**src/rtl/axi_lite_cmd_master.sv**
```systemverilog
// axi_lite_cmd_master
//
// Converts single read/write commands into AXI4-Lite master transactions, one at a time.
// A command is accepted in IDLE. It is issued on AW+W (write) or AR (read). The completion
// status, plus read data for reads, is then presented on the rsp_* port until it is consumed.
//
// Ports:
//   M_AXI_ACLK, M_AXI_ARESETN    clock, synchronous active-low reset
//   cmd_valid/cmd_ready          command handshake; cmd_write, cmd_addr, cmd_wdata, cmd_wstrb
//   rsp_valid/rsp_ready          response handshake; rsp_rdata (0 for writes), rsp_resp
//   M_AXI_AW*, M_AXI_W*, M_AXI_B*, M_AXI_AR*, M_AXI_R*   AXI4-Lite master channels
//
// Every AXI VALID/READY output comes from a flop. None of them depends combinationally on a
// slave READY.
module axi_lite_cmd_master #(
    parameter int unsigned C_M_AXI_ADDR_WIDTH = 32,
    parameter int unsigned C_M_AXI_DATA_WIDTH = 32
) (
    input  logic                            M_AXI_ACLK,
    input  logic                            M_AXI_ARESETN,
    // command port
    input  logic                            cmd_valid,
    output logic                            cmd_ready,
    input  logic                            cmd_write,
    input  logic [C_M_AXI_ADDR_WIDTH-1:0]   cmd_addr,
    input  logic [C_M_AXI_DATA_WIDTH-1:0]   cmd_wdata,
    input  logic [C_M_AXI_DATA_WIDTH/8-1:0] cmd_wstrb,
    // response port
    output logic                            rsp_valid,
    input  logic                            rsp_ready,
    output logic [C_M_AXI_DATA_WIDTH-1:0]   rsp_rdata,
    output logic [1:0]                      rsp_resp,
    // write address channel
    output logic [C_M_AXI_ADDR_WIDTH-1:0]   M_AXI_AWADDR,
    output logic [2:0]                      M_AXI_AWPROT,
    output logic                            M_AXI_AWVALID,
    input  logic                            M_AXI_AWREADY,
    // write data channel
    output logic [C_M_AXI_DATA_WIDTH-1:0]   M_AXI_WDATA,
    output logic [C_M_AXI_DATA_WIDTH/8-1:0] M_AXI_WSTRB,
    output logic                            M_AXI_WVALID,
    input  logic                            M_AXI_WREADY,
    // write response channel
    input  logic [1:0]                      M_AXI_BRESP,
    input  logic                            M_AXI_BVALID,
    output logic                            M_AXI_BREADY,
    // read address channel
    output logic [C_M_AXI_ADDR_WIDTH-1:0]   M_AXI_ARADDR,
    output logic [2:0]                      M_AXI_ARPROT,
    output logic                            M_AXI_ARVALID,
    input  logic                            M_AXI_ARREADY,
    // read data channel
    input  logic [C_M_AXI_DATA_WIDTH-1:0]   M_AXI_RDATA,
    input  logic [1:0]                      M_AXI_RRESP,
    input  logic                            M_AXI_RVALID,
    output logic                            M_AXI_RREADY
);

    localparam int unsigned StrbWidth = C_M_AXI_DATA_WIDTH / 8;

    typedef enum logic [2:0] {
        StIdle,
        StWrAddrData,
        StWrResp,
        StRdAddr,
        StRdData,
        StResp
    } state_e;

    state_e                        state_q;
    logic [C_M_AXI_ADDR_WIDTH-1:0] awaddr_q;
    logic [C_M_AXI_ADDR_WIDTH-1:0] araddr_q;
    logic [C_M_AXI_DATA_WIDTH-1:0] wdata_q;
    logic [StrbWidth-1:0]          wstrb_q;
    logic                          awvalid_q;
    logic                          wvalid_q;
    logic                          bready_q;
    logic                          arvalid_q;
    logic                          rready_q;
    logic                          rsp_valid_q;
    logic [C_M_AXI_DATA_WIDTH-1:0] rsp_rdata_q;
    logic [1:0]                    rsp_resp_q;

    logic aw_fire;
    logic w_fire;

    assign aw_fire = awvalid_q & M_AXI_AWREADY;
    assign w_fire  = wvalid_q & M_AXI_WREADY;

    assign cmd_ready     = (state_q == StIdle);
    assign rsp_valid     = rsp_valid_q;
    assign rsp_rdata     = rsp_rdata_q;
    assign rsp_resp      = rsp_resp_q;
    assign M_AXI_AWADDR  = awaddr_q;
    assign M_AXI_AWPROT  = 3'b000;
    assign M_AXI_AWVALID = awvalid_q;
    assign M_AXI_WDATA   = wdata_q;
    assign M_AXI_WSTRB   = wstrb_q;
    assign M_AXI_WVALID  = wvalid_q;
    assign M_AXI_BREADY  = bready_q;
    assign M_AXI_ARADDR  = araddr_q;
    assign M_AXI_ARPROT  = 3'b000;
    assign M_AXI_ARVALID = arvalid_q;
    assign M_AXI_RREADY  = rready_q;

    always_ff @(posedge M_AXI_ACLK) begin
        if (!M_AXI_ARESETN) begin
            state_q     <= StIdle;
            awaddr_q    <= '0;
            araddr_q    <= '0;
            wdata_q     <= '0;
            wstrb_q     <= '0;
            awvalid_q   <= 1'b0;
            wvalid_q    <= 1'b0;
            bready_q    <= 1'b0;
            arvalid_q   <= 1'b0;
            rready_q    <= 1'b0;
            rsp_valid_q <= 1'b0;
            rsp_rdata_q <= '0;
            rsp_resp_q  <= 2'b00;
        end else begin
            unique case (state_q)
                StIdle: begin
                    if (cmd_valid) begin
                        if (cmd_write) begin
                            awaddr_q  <= cmd_addr;
                            wdata_q   <= cmd_wdata;
                            wstrb_q   <= cmd_wstrb;
                            awvalid_q <= 1'b1;
                            wvalid_q  <= 1'b1;
                            state_q   <= StWrAddrData;
                        end else begin
                            araddr_q  <= cmd_addr;
                            arvalid_q <= 1'b1;
                            state_q   <= StRdAddr;
                        end
                    end
                end
                StWrAddrData: begin
                    if (aw_fire) begin
                        awvalid_q <= 1'b0;
                    end
                    if (w_fire) begin
                        wvalid_q <= 1'b0;
                    end
                    // A channel whose VALID is already low has completed its handshake earlier.
                    if ((aw_fire || !awvalid_q) && (w_fire || !wvalid_q)) begin
                        bready_q <= 1'b1;
                        state_q  <= StWrResp;
                    end
                end
                StWrResp: begin
                    if (M_AXI_BVALID && bready_q) begin
                        rsp_resp_q  <= M_AXI_BRESP;
                        rsp_rdata_q <= '0;
                        bready_q    <= 1'b0;
                        rsp_valid_q <= 1'b1;
                        state_q     <= StResp;
                    end
                end
                StRdAddr: begin
                    if (M_AXI_ARREADY) begin
                        arvalid_q <= 1'b0;
                        rready_q  <= 1'b1;
                        state_q   <= StRdData;
                    end
                end
                StRdData: begin
                    if (M_AXI_RVALID && rready_q) begin
                        rsp_rdata_q <= M_AXI_RDATA;
                        rsp_resp_q  <= M_AXI_RRESP;
                        rready_q    <= 1'b0;
                        rsp_valid_q <= 1'b1;
                        state_q     <= StResp;
                    end
                end
                StResp: begin
                    if (rsp_ready) begin
                        rsp_valid_q <= 1'b0;
                        state_q     <= StIdle;
                    end
                end
                default: begin
                    state_q <= StIdle;
                end
            endcase
        end
    end

endmodule

```
**config.mk**
```make
export PLATFORM = sky130hd
export DESIGN_NAME = axi_lite_cmd_master
export DESIGN_NICKNAME = d
export VERILOG_FILES = /design/src/rtl/axi_lite_cmd_master.sv
export SDC_FILE = /design/constraint.sdc
export NUM_CORES = 1
export LEC_CHECK = 0
export ABC_AREA = 1
export BUFFER_PORTS_ARGS = -buffer_cell sky130_fd_sc_hd__buf_2
export CAP_MARGIN = 20
export CORE_ASPECT_RATIO = 1.2
export CORE_MARGIN = 4
export CORE_UTILIZATION = 30
export DETAILED_ROUTE_END_ITERATION = 8
export GPL_ROUTABILITY_DRIVEN = 0
export GPL_TIMING_DRIVEN = 0
export SYNTH_ARGS = -nofsm -noshare
export SYNTH_HDL_FRONTEND = slang
export SYNTH_SLANG_ARGS = --single-unit
```
**constraint.sdc**
```tcl
create_clock -name M_AXI_ACLK -period 2.9 [get_ports M_AXI_ACLK]
set_input_delay 0.145 -clock M_AXI_ACLK [delete_from_list [all_inputs] [get_ports M_AXI_ACLK]]
set_output_delay 0.145 -clock M_AXI_ACLK [all_outputs]
set_load 0.05 [all_outputs]
```
==> results of run 1 <==
-- layer usage --
metal / global-route usage (%) / up-vias / wire length, um / share of wire [%]
li1: - / 2867 / - / -
met1: 18.8 / 2433 / 7100 / 40
met2: 30.6 / 184 / 9010 / 50
met3: 5.70 / 19 / 1540 / 8.6
met4: 5.05 / 0 / 201 / 1.1
met5: 0 / - / 0 / 0
-- final timing paths --
path	cells past startpoint	from	to
worst max-delay path	6	state_q[0]$_SDFFE_PN0P_	rsp_rdata[27]$_SDFFE_PN0P_
worst min-delay path	3	cmd_addr[20]	M_AXI_ARADDR[20]$_SDFFE_PN0P_
worst max register to register	6	state_q[0]$_SDFFE_PN0P_	rsp_rdata[27]$_SDFFE_PN0P_
worst min register to register	2	M_AXI_WDATA[19]$_SDFFE_PN0P_	M_AXI_WDATA[19]$_SDFFE_PN0P_
-- final cells by class --
cell class | count | share of cell area [%]
flip-flops and latches | 143 | 34.6
repair buffers | 322 | 23.6
multi-input cells | 408 | 22.5
clock buffers | 19 | 5.47
plain buffers | 49 | 4.25
inverters | 89 | 4.07
well taps | 220 | 3.33
clock inverters | 12 | 2.19
-- where the power goes --
group / internal (uW) / switching (uW)
clock network: 1490 / 856
logic: 706 / 1850
registers: 2260 / 150
-- sequential cells by signal, summed over array words and instances, names as in the netlist --
| name | count |
|---|---|
| rsp_valid | 1 |
| M_AXI_RREADY | 1 |
| M_AXI_AWVALID | 1 |
| M_AXI_AWADDR | 32 |
| state_q | 3 |
| rsp_resp | 2 |
| M_AXI_WSTRB | 4 |
| M_AXI_BREADY | 1 |
| M_AXI_WDATA | 32 |
| M_AXI_WVALID | 1 |
| rsp_rdata | 32 |
| M_AXI_ARVALID | 1 |
| M_AXI_ARADDR | 32 |
-- cell families (layout without fill, tap and decap cells) --
| group | count (synthesis) | count (layout) | synth area share (%) |
|---|---|---|---|
| AO/OA/AOI/OAI | 215 | 215 | 20.2 |
| AND/OR/NAND/NOR | 187 | 187 | 13.9 |
| flip-flops | 143 | 143 | 53.1 |
| buffers and inverters | 138 | 491 | 12.8 |
| other | 1 | 6 | 0.0696 |
-- critical path, cell delays in order (launching register included) --
cell and delay (ns):
dfxtp_1 0.37, inv_2 0.13, nand3_2 0.17, nor2_2 0.29
buf_2 0.27, nand2_1 0.09, a21oi_1 0.18
-- metrics by stage --
step,setup WS [ns],cells
global placement,1.18,1162
detailed placement,1.17,1162
global route,1.10,1262
finish,1.31,1262
floorplan,1.37,689
CTS,1.29,1262
-- layout by cell type, fill, tap and decap left out, types with 4 or more instances in the layout --
master         netlist  routed
dfxtp_1            143     143
a21oi_1            104     104
nand4_1              4       4
o21ai_1             56      56
buf_6               17      17
dlygate4sd3_1        0      69
inv_2                5       5
nand2_1             93      93
nor2_1              78      78
clkbuf_1            16      16
inv_1               82      82
clkbuf_16            0      17
conb_1               1       6
nand3_1              5       5
o21ai_0             52      52
bufinv_16            0       4
clkinvlp_4           0       4
buf_2                6     259
buf_4                8       8
-- timing repair --
action	in CTS	in global routing
endpoints found under the hold margin	72	0
resized for setup	0	0
hold buffers	69	0
==> summary.md, run 1 <==
| Metric | Value |
|---|---|
| Worst Setup Start Kind | `flip-flop` |
| TritonCTS buffer count | `17` |
| Area after DPL | `6950 um^2` |
| Syn Inst Count | `684` |
| Final Hold Fails | `0` |
| Total iterations of the first detailed-routing run | `4` |
| Yosys reg bits | `143` |
| DIE AREA | `20200 um^2` |
| Root Buffer | `clkbuf_16` |
| Multi-input gate area | `1860 um^2` |
| GRT overflow | `0` |
| Slew Limit Fails | `0` |
| Post-synth EDFFs | `0` |
| Die extent in x | `130 um` |
| Share of layout cells above drive strength 1 | `31.8%` |
| Vias in the first global route | `5326` |
| Prevailing post-synth register cell | `dfxtp_1` |
| Setup TNS | `0 ns` |
| IO Pins | `261` |
| Setup Skew | `0.00894 ns` |
| Syn. warnings | `0` |
| Peak supply drop | `0.000398 V` |
| Max Cap Viol | `0` |
| RSZ-0062 raised after global routing | `false` |
| TritonCTS clock tree | `done` |
| Utilization after layout | `47.1%` |
| Vias/cell | `4.36` |
| Crit-path max FO | `10` |
| Final WL | `17800 um` |
| P per Cell Area | `884 nW/um^2` |
| Synth-to-layout area growth | `53.5%` |
| Total power | `7310 uW` |
| DIE HEIGHT | `155 um` |
| Initial DRC count | `220` |
| Maximum number of pins on one net before global-route repair | `17` |
| Antenna Cells | `0` |
| Post-CTS Setup Repair Bufs | `0` |
| Final period utilization | `54.9%` |
| Outcome | `complete, no violations` |
| P_leak | `0.00386 uW` |
| Rows | `53` |
| Required time worst endpoint | `3.23 ns` |
| Seq/Total Area, Yosys | `53.1%` |
| GRT Total Usage | `17.0%` |
| Count leader, synth | `dfxtp_1` |
| Initial core utilization | `30.7%` |
| HPWL Detailed | `13100 um` |
| Synth top area share | `53.1%` |
| CTS clk-pin slew, worst paths | `0.06 ns` |
| Post-synthesis cell type count | `26` |
| ANT nets after route | `0` |
| Pin slew with the least headroom to its limit | `0.677 ns` |
| Final layout net count | `1144` |
| # setup viols final | `0` |
| Design Area, Final | `8280 um^2` |
| Tightest Hold Check Type | `input port to flip-flop` |
| Netlist Area Pre-Place | `5390 um^2` |
| Clock Latency Late Sink | `0.41 ns` |
| # DRC | `0` |
| Core Area | `17600 um^2` |
| Minimum clock period | `1.59 ns` |
| Worst Setup Path Type | `flip-flop to flip-flop` |
| DR WL/cell | `14.1 um` |
| Ys async rst share | `0%` |
| Clock tree buffer depth | `2` |
| Clk sinks | `143` |
| CP Data Arrival Time | `1.93 ns` |
| Vias | `5503` |
| Max Fclk | `628 MHz` |
| First-pass GRT wire length | `27000 um` |
| I/O Buffers | `253` |
| Initial antenna violation count | `0` |
| Sequential Area | `2860 um^2` |
| CP endpoint kind | `flip-flop` |
| H-Tree Depth | `4` |
| Reg2reg setup slack | `1.31 ns` |
| Commonest cells in the netlist | `dfxtp_1, a21oi_1, nand2_1, inv_1, nor2_1` |
| Fillers | `1749` |
| Slew margin rel. | `54.9%` |
| Main area contributors after synthesis | `dfxtp_1, a21oi_1, nand2_1` |
| Hold slack | `0.0140 ns` |
| Syn Area/Cell | `7.88 um^2` |
| Synth area leader | `dfxtp_1` |
Power figures use the tool's default switching activity.
==> inputs of run 2 (changes only) <==
--- a/config.mk
+++ b/config.mk
@@ -5,7 +5,7 @@
 export SDC_FILE = /design/constraint.sdc
 export NUM_CORES = 1
 export LEC_CHECK = 0
-export ABC_AREA = 1
+export ABC_AREA = 0
 export BUFFER_PORTS_ARGS = -buffer_cell sky130_fd_sc_hd__buf_2
 export CAP_MARGIN = 20
 export CORE_ASPECT_RATIO = 1.2
==> constraint.sdc (replaced) <==
create_clock -name M_AXI_ACLK -period 1.6 [get_ports M_AXI_ACLK]
set_input_delay 0.08 -clock M_AXI_ACLK [delete_from_list [all_inputs] [get_ports M_AXI_ACLK]]
set_output_delay 0.08 -clock M_AXI_ACLK [all_outputs]
set_load 0.05 [all_outputs]
==> summary.md, run 2 <==
| Metric | Value |
|---|---|
| Post-synthesis cell type count | `40` |
| Worst setup margin | `-0.0234 ns` |
| Netlist Area Pre-Place | `5660 um^2` |
| Commonest non-fill, non-tap cells in the layout | `buf_2, nand2_1, dfxtp_1` |
| Vias/cell | `4.46` |
| P_leak | `0.00418 uW` |
| Final Hold Fails | `0` |
| Initial DRC count | `205` |
| Main area contributors after synthesis | `dfxtp_1, nand2_1, a21boi_0` |
| CTS clk-pin slew, worst paths | `0.06 ns` |
| Clock tree buffer depth | `2` |
| GR Layer Usage met1 | `19.6%` |
| Clock Latency Late Sink | `0.41 ns` |
| Reg2reg setup slack | `-0.02 ns` |
| GRT overflow | `0` |
| Most common cell after layout, fill and taps aside | `buf_2` |
| Antenna Cells | `0` |
| # setup viols final | `3` |
| Syn Inst Count | `659` |
| Total iterations of the first detailed-routing run | `4` |
| Reg-to-Reg Start | `state_q[1]$_SDFFE_PN0P_` |
| I/O Buffers | `253` |
| Worst setup endpoint | `rsp_rdata[22]$_SDFFE_PN0P_` |
| H-Tree Depth | `4` |
| Required time worst endpoint | `1.94 ns` |
| Syn Area/Cell | `8.60 um^2` |
| Prevailing post-synth register cell | `dfxtp_1` |
| Slew margin rel. | `53.6%` |
| Initial core utilization | `30.8%` |
| Crit-path max FO | `6` |
| Outcome | `finished with violations` |
| Hold Startpoint | `M_AXI_WREADY` |
| Die extent in x | `133 um` |
| Failing checks | `negative setup slack` |
| Worst setup path start | `state_q[1]$_SDFFE_PN0P_` |
| Layout Cells excl Fill | `1320` |
| Reg-to-Reg End | `rsp_rdata[22]$_SDFFE_PN0P_` |
| Worst Setup Start Kind | `flip-flop` |
| Count leader, synth | `nand2_1` |
| M2 GR Usage | `30.4%` |
| Synth-to-layout area growth | `64.8%` |
| CP endpoint kind | `flip-flop` |
| DIE AREA | `21200 um^2` |
| GRT met3 Usage | `4.68%` |
| Setup Skew | `0.00792 ns` |
| DIE HEIGHT | `159 um` |
| Area after DPL | `7360 um^2` |
| Placed cell count | `1169` |
| Slew Limit Fails | `0` |
| Pin slew with the least headroom to its limit | `0.695 ns` |
| Core Area | `18400 um^2` |
| TritonCTS buffer count | `17` |
| Design Area, Final | `9340 um^2` |
| R2R cell count | `8` |
| Synth area leader | `dfxtp_1` |
| Ys async rst share | `0%` |
| Syn. warnings | `0` |
| Grt peak-use layer | `met2` |
| P per Cell Area | `1400 nW/um^2` |
| ANT nets after route | `0` |
| Max Cap Viol | `0` |
| Rows | `54` |
| GRT Total Usage | `17.1%` |
| TritonCTS clock tree | `done` |
| Synth top area share | `50.5%` |
| Worst Setup Path Type | `flip-flop to flip-flop` |
| Root Buffer | `clkbuf_16` |
| Initial antenna violation count | `3` |
| Final period utilization | `101%` |
| Minimum clock period | `1.62 ns` |
| Post-synth EDFFs | `0` |
| Final layout net count | `1171` |
| Max Fclk | `616 MHz` |
| First-pass GRT wire length | `28700 um` |
| Peak supply drop | `0.000767 V` |
| Vias in the first global route | `5669` |
| HPWL Detailed | `13200 um` |
| CP Data Arrival Time | `1.96 ns` |
| RSZ-0062 raised after global routing | `true` |
| Share of layout cells above drive strength 1 | `34.5%` |
| IO Pins | `261` |
| Commonest cells in the netlist | `nand2_1, dfxtp_1, a21boi_0, a21boi_1, o21ai_0` |
| DR WL/cell | `14.5 um` |
| Clk sinks | `143` |
| Fillers | `1810` |
| Tightest Hold Check Type | `input port to flip-flop` |
| Maximum number of pins on one net before global-route repair | `17` |
| # DRC | `0` |
| Final WL | `19200 um` |
| Yosys reg bits | `143` |
| Seq/Total Area, Yosys | `50.5%` |
| Vias | `5888` |
-- run 2: changes by cell type after synthesis, sizes merged, moves of 4 or more --
| cell | change |
|---|---|
| mux2i | +4 |
| inv | -86 |
| a21boi | +135 |
| clkbuf | +10 |
| nand2 | +145 |
| nor2 | -79 |
| nand4 | -4 |
| o21ai | -70 |
| nand3 | -4 |
| a21oi | -105 |
-- run 2: through the flow --
| stage | power, uW | hold slack [ns] | setup TNS (ns) | utilization, % | worst slack (ns) |
|---|---|---|---|---|---|
| after CTS | 12700 | 0.00174 | -0.00921 | 48.9 | -0.00777 |
| final | 13100 | 0.0238 | -0.0315 | 50.8 | -0.0234 |
| after floorplan | 7260 | 0.215 | -9.53 | - | -0.116 |
| after detailed placement | 8370 | 0.326 | -2.70 | 40.0 | -0.125 |
| after global routing | 13800 | 0.0139 | -1.25 | 50.8 | -0.108 |
| after global placement | 8360 | 0.320 | -2.57 | 40.0 | -0.113 |
-- run 2: cell type report --
type                    count  area, um^2  area share (%)
plain buffers              57         498            5.33
clock buffers              20         447            4.78
clock inverters            10         140            1.50
inverters                   2        7.51          0.0804
multi-input cells         463        2590            27.7
flip-flops and latches    143        2870            30.7
well taps                 252         315            3.38
repair buffers            373        2470            26.5
-- run 2: routing by layer --
layer  routed length [um]  vias to the layer above
met2                 9570                      187
met4                  483                        4
met3                 1070                       38
li1                     -                     2974
met5                   21                        -
met1                 8020                     2685
-- run 2: repair_timing --
item	4_1_cts	5_1_grt
pin swaps	0	32
hold endpoints to repair	133	0
resized for setup	6	110
gates cloned	0	5
hold buffers	101	0
endpoints found under the setup margin	34	109
buffers inserted	2	13
-- run 2: worst min-delay path by stage --
stage / to / slack [ns] / depth (start not counted)
floorplan: M_AXI_WDATA[10]$_SDFFE_PN0P_ / 0.21 / 2
detailed placement: rsp_rdata[21]$_SDFFE_PN0P_ / 0.33 / 3
global route: M_AXI_AWVALID$_SDFFE_PN0P_ / 0.01 / 3
finish: M_AXI_WVALID$_SDFFE_PN0P_ / 0.02 / 3
CTS: M_AXI_WVALID$_SDFFE_PN0P_ / 0.002 / 3
global placement: M_AXI_WDATA[23]$_SDFFE_PN0P_ / 0.32 / 3
-- run 2: logic make-up (layout without fill, tap and decap cells) --
group | Yosys count | count (layout) | share of synthesized area [%]
AOI/OAI and AO/OA | 186 | 187 | 23.4
buffers and inverters | 59 | 462 | 5.94
DFF | 143 | 143 | 50.5
muxes | 4 | 4 | 0.707
other | 1 | 6 | 0.0662
and+or+nand+nor | 266 | 266 | 19.4
-- run 2: worst max-delay path: stages (launching register included) --
cell and delay, ns:
dfxtp_2 0.33, buf_8 0.13, nor3b_4 0.29, and3_4 0.25, buf_8 0.13, buf_8 0.12, buf_6 0.12, nand2_2 0.05
a21boi_1 0.13
-- run 2: report_power, final --
group	internal (uW)	switching (uW)
logic	1770	3160
registers	3960	220
clock network	2480	1490
total	8210	4870
==> inputs of run 3 (changes only) <==
--- a/config.mk
+++ b/config.mk
@@ -10,7 +10,7 @@
 export CAP_MARGIN = 20
 export CORE_ASPECT_RATIO = 1.2
 export CORE_MARGIN = 4
-export CORE_UTILIZATION = 30
+export CORE_UTILIZATION = 26
 export DETAILED_ROUTE_END_ITERATION = 8
 export GPL_ROUTABILITY_DRIVEN = 0
 export GPL_TIMING_DRIVEN = 0
==> summary.md, run 3 (synthesis gave the netlist of run 2 again) <==
| Metric | Value |
|---|---|
| Outcome | `complete, no violations` |
| TritonCTS clock tree | `done` |
| Final Hold Fails | `0` |
| Hold path depth | `3` |
| Final WL | `19800 um` |
| CTS clk-pin slew, worst paths | `0.06 ns` |
| Initial core utilization | `26.7%` |
| Setup TNS | `0 ns` |
| Die extent in x | `143 um` |
| RSZ-0062 raised after global routing | `true` |
| Max Cap Viol | `0` |
| TritonCTS buffer count | `17` |
| Core Area | `21200 um^2` |
| Synth-to-layout area growth | `65.0%` |
| GRT overflow | `0` |
| CP Data Arrival Time | `1.93 ns` |
| DIE AREA | `24200 um^2` |
| Commonest non-fill, non-tap cells in the layout | `buf_2, nand2_1, dfxtp_1` |
| IO Pins | `261` |
| Final period utilization | `99.5%` |
| R2R cell count | `7` |
| DR WL/cell | `14.8 um` |
| DIE HEIGHT | `170 um` |
| Root Buffer | `clkbuf_16` |
| Reg-to-Reg Start | `state_q[1]$_SDFFE_PN0P_` |
| CP endpoint kind | `flip-flop` |
| H-Tree Depth | `4` |
| Reg-to-Reg End | `M_AXI_AWADDR[20]$_SDFFE_PN0P_` |
| Clock tree buffer depth | `2` |
| Hold Startpoint | `M_AXI_AWREADY` |
| Slew margin rel. | `55.9%` |
| Vias/cell | `4.39` |
| Most common cell after layout, fill and taps aside | `buf_2` |
| I/O Buffers | `253` |
| Rows | `58` |
| P_leak | `0.00419 uW` |
| Slowest cell delay on critical path | `0.32 ns` |
| HPWL Detailed | `13800 um` |
| Reg2reg setup slack | `0.008 ns` |
| CP Buf/Inv Count | `3` |
| Share of layout cells above drive strength 1 | `35.0%` |
| Vias | `5846` |
| Total iterations of the first detailed-routing run | `4` |
| GRT Total Usage | `15.7%` |
| Setup Skew | `0.00821 ns` |
| Crit path top cell by count | `buf_6` |
| Total power | `12900 uW` |
| Fillers | `2105` |
| Crit-path max FO | `10` |
| Vias in the first global route | `5708` |
| Critical Path Slowest Stage Cell | `dfxtp_2` |
| Max Fclk | `628 MHz` |
| Minimum clock period | `1.59 ns` |
| P per Cell Area | `1380 nW/um^2` |
| Worst Setup Start Kind | `flip-flop` |
| Initial antenna violation count | `2` |
| Maximum number of pins on one net before global-route repair | `17` |
| Worst hold endpoint | `M_AXI_AWVALID$_SDFFE_PN0P_` |
| Pin slew with the least headroom to its limit | `0.661 ns` |
| ANT nets after route | `0` |
| Worst Setup Path Type | `flip-flop to flip-flop` |
| # setup viols final | `0` |
| Tightest Hold Check Type | `input port to flip-flop` |
| Slew Limit Fails | `0` |
| Final layout net count | `1164` |
| Peak supply drop | `0.000760 V` |
| Chain of cells forming the critical path | `buf_6 -> nor3_4 -> and3_4 -> buf_12 -> buf_6 -> nand2_1 -> a21boi_1` |
| Clk sinks | `143` |
| Delay-heaviest family, CP | `simple AND/OR/NAND/NOR gates` |
| Required time worst endpoint | `1.94 ns` |
| Clock Latency Late Sink | `0.41 ns` |
| Utilization after layout | `44.1%` |
| Initial DRC count | `232` |
| Stages on worst setup path | `7` |
| First-pass GRT wire length | `30300 um` |
| # DRC | `0` |
-- run 3: cell count changes in the layout (fill, tap and decap cells not counted), sizes merged --
| cell | change |
|---|---|
| buf | -12 |
| clkbuf | +7 |
| clkinv | -3 |
| clkinvlp | +3 |
| bufinv | -2 |
| a22o | -1 |
| diode | +1 |
| inv | +1 |
-- run 3: metrics by stage --
| step | worst slack [ns] | cells | area (um^2) | hold slack (ns) |
|---|---|---|---|---|
| global placement | -0.105 | 1187 | 7380 | 0.319 |
| detailed placement | -0.147 | 1187 | 7380 | 0.325 |
| floorplan | -0.116 | 664 | 5780 | 0.215 |
| global route | -0.0741 | 1332 | 9350 | 0.0283 |
| finish | 0.00771 | 1332 | 9350 | 0.0323 |
| CTS | -0.00278 | 1323 | 9040 | 0.00459 |
-- run 3: area by class of cell --
cell class	instances	area, um^2	share of cell area (%)
Tap cell	270	338	3.61
Clock buffer	21	480	5.14
Sequential cell	143	2870	30.7
Inverter	2	7.51	0.0803
Antenna cell	1	2.50	0.0268
Timing Repair Buffer	367	2440	26.1
Buffer	57	493	5.27
Clock inverter	9	85.1	0.910
Multi-Input combinational cell	462	2630	28.2
-- run 3: layer usage --
layer	part of all wire, %	track usage (%)
met3	5.7	3.95
met2	49	27.4
met1	42	18.4
met5	0.061	0
met4	2.6	6.12
-- run 3: worst register-to-register path, stage by stage, from the launching register on --
cell	delay [ns]
dfxtp_2	0.32
buf_6	0.13
nor3_4	0.30
and3_4	0.28
buf_12	0.14
buf_6	0.15
nand2_1	0.06
a21boi_1	0.13
-- run 3: report_power, final --
part | internal (uW) | leakage (uW) | switching, uW
Clock | 2290 | 0.000273 | 1540
Sequential | 3960 | 0.00116 | 216
Combinational | 1740 | 0.00275 | 3170
-- run 3: worst max path at each step --
stage                                        from                       endpoint  slack (ns)
after floorplan           state_q[2]$_SDFFE_PN0P_    M_AXI_WDATA[0]$_SDFFE_PN0P_       -0.12
after global placement    state_q[0]$_SDFFE_PN0P_     rsp_rdata[12]$_SDFFE_PN0P_       -0.10
after detailed placement  state_q[0]$_SDFFE_PN0P_     rsp_rdata[16]$_SDFFE_PN0P_       -0.15
after CTS                 state_q[2]$_SDFFE_PN0P_     rsp_rdata[16]$_SDFFE_PN0P_      -0.003
after global routing      state_q[1]$_SDFFE_PN0P_  M_AXI_AWADDR[20]$_SDFFE_PN0P_       -0.07
final                     state_q[1]$_SDFFE_PN0P_  M_AXI_AWADDR[20]$_SDFFE_PN0P_       0.008
-- run 3: timing repair --
action                                 4_1_cts  5_1_grt
setup endpoints to repair                   44      113
pin swaps                                    3       26
endpoints found under the hold margin      133        0
hold buffers                               101        0
buffers inserted                             5        5
gates cloned                                 0        3
gates resized for setup                     13       93
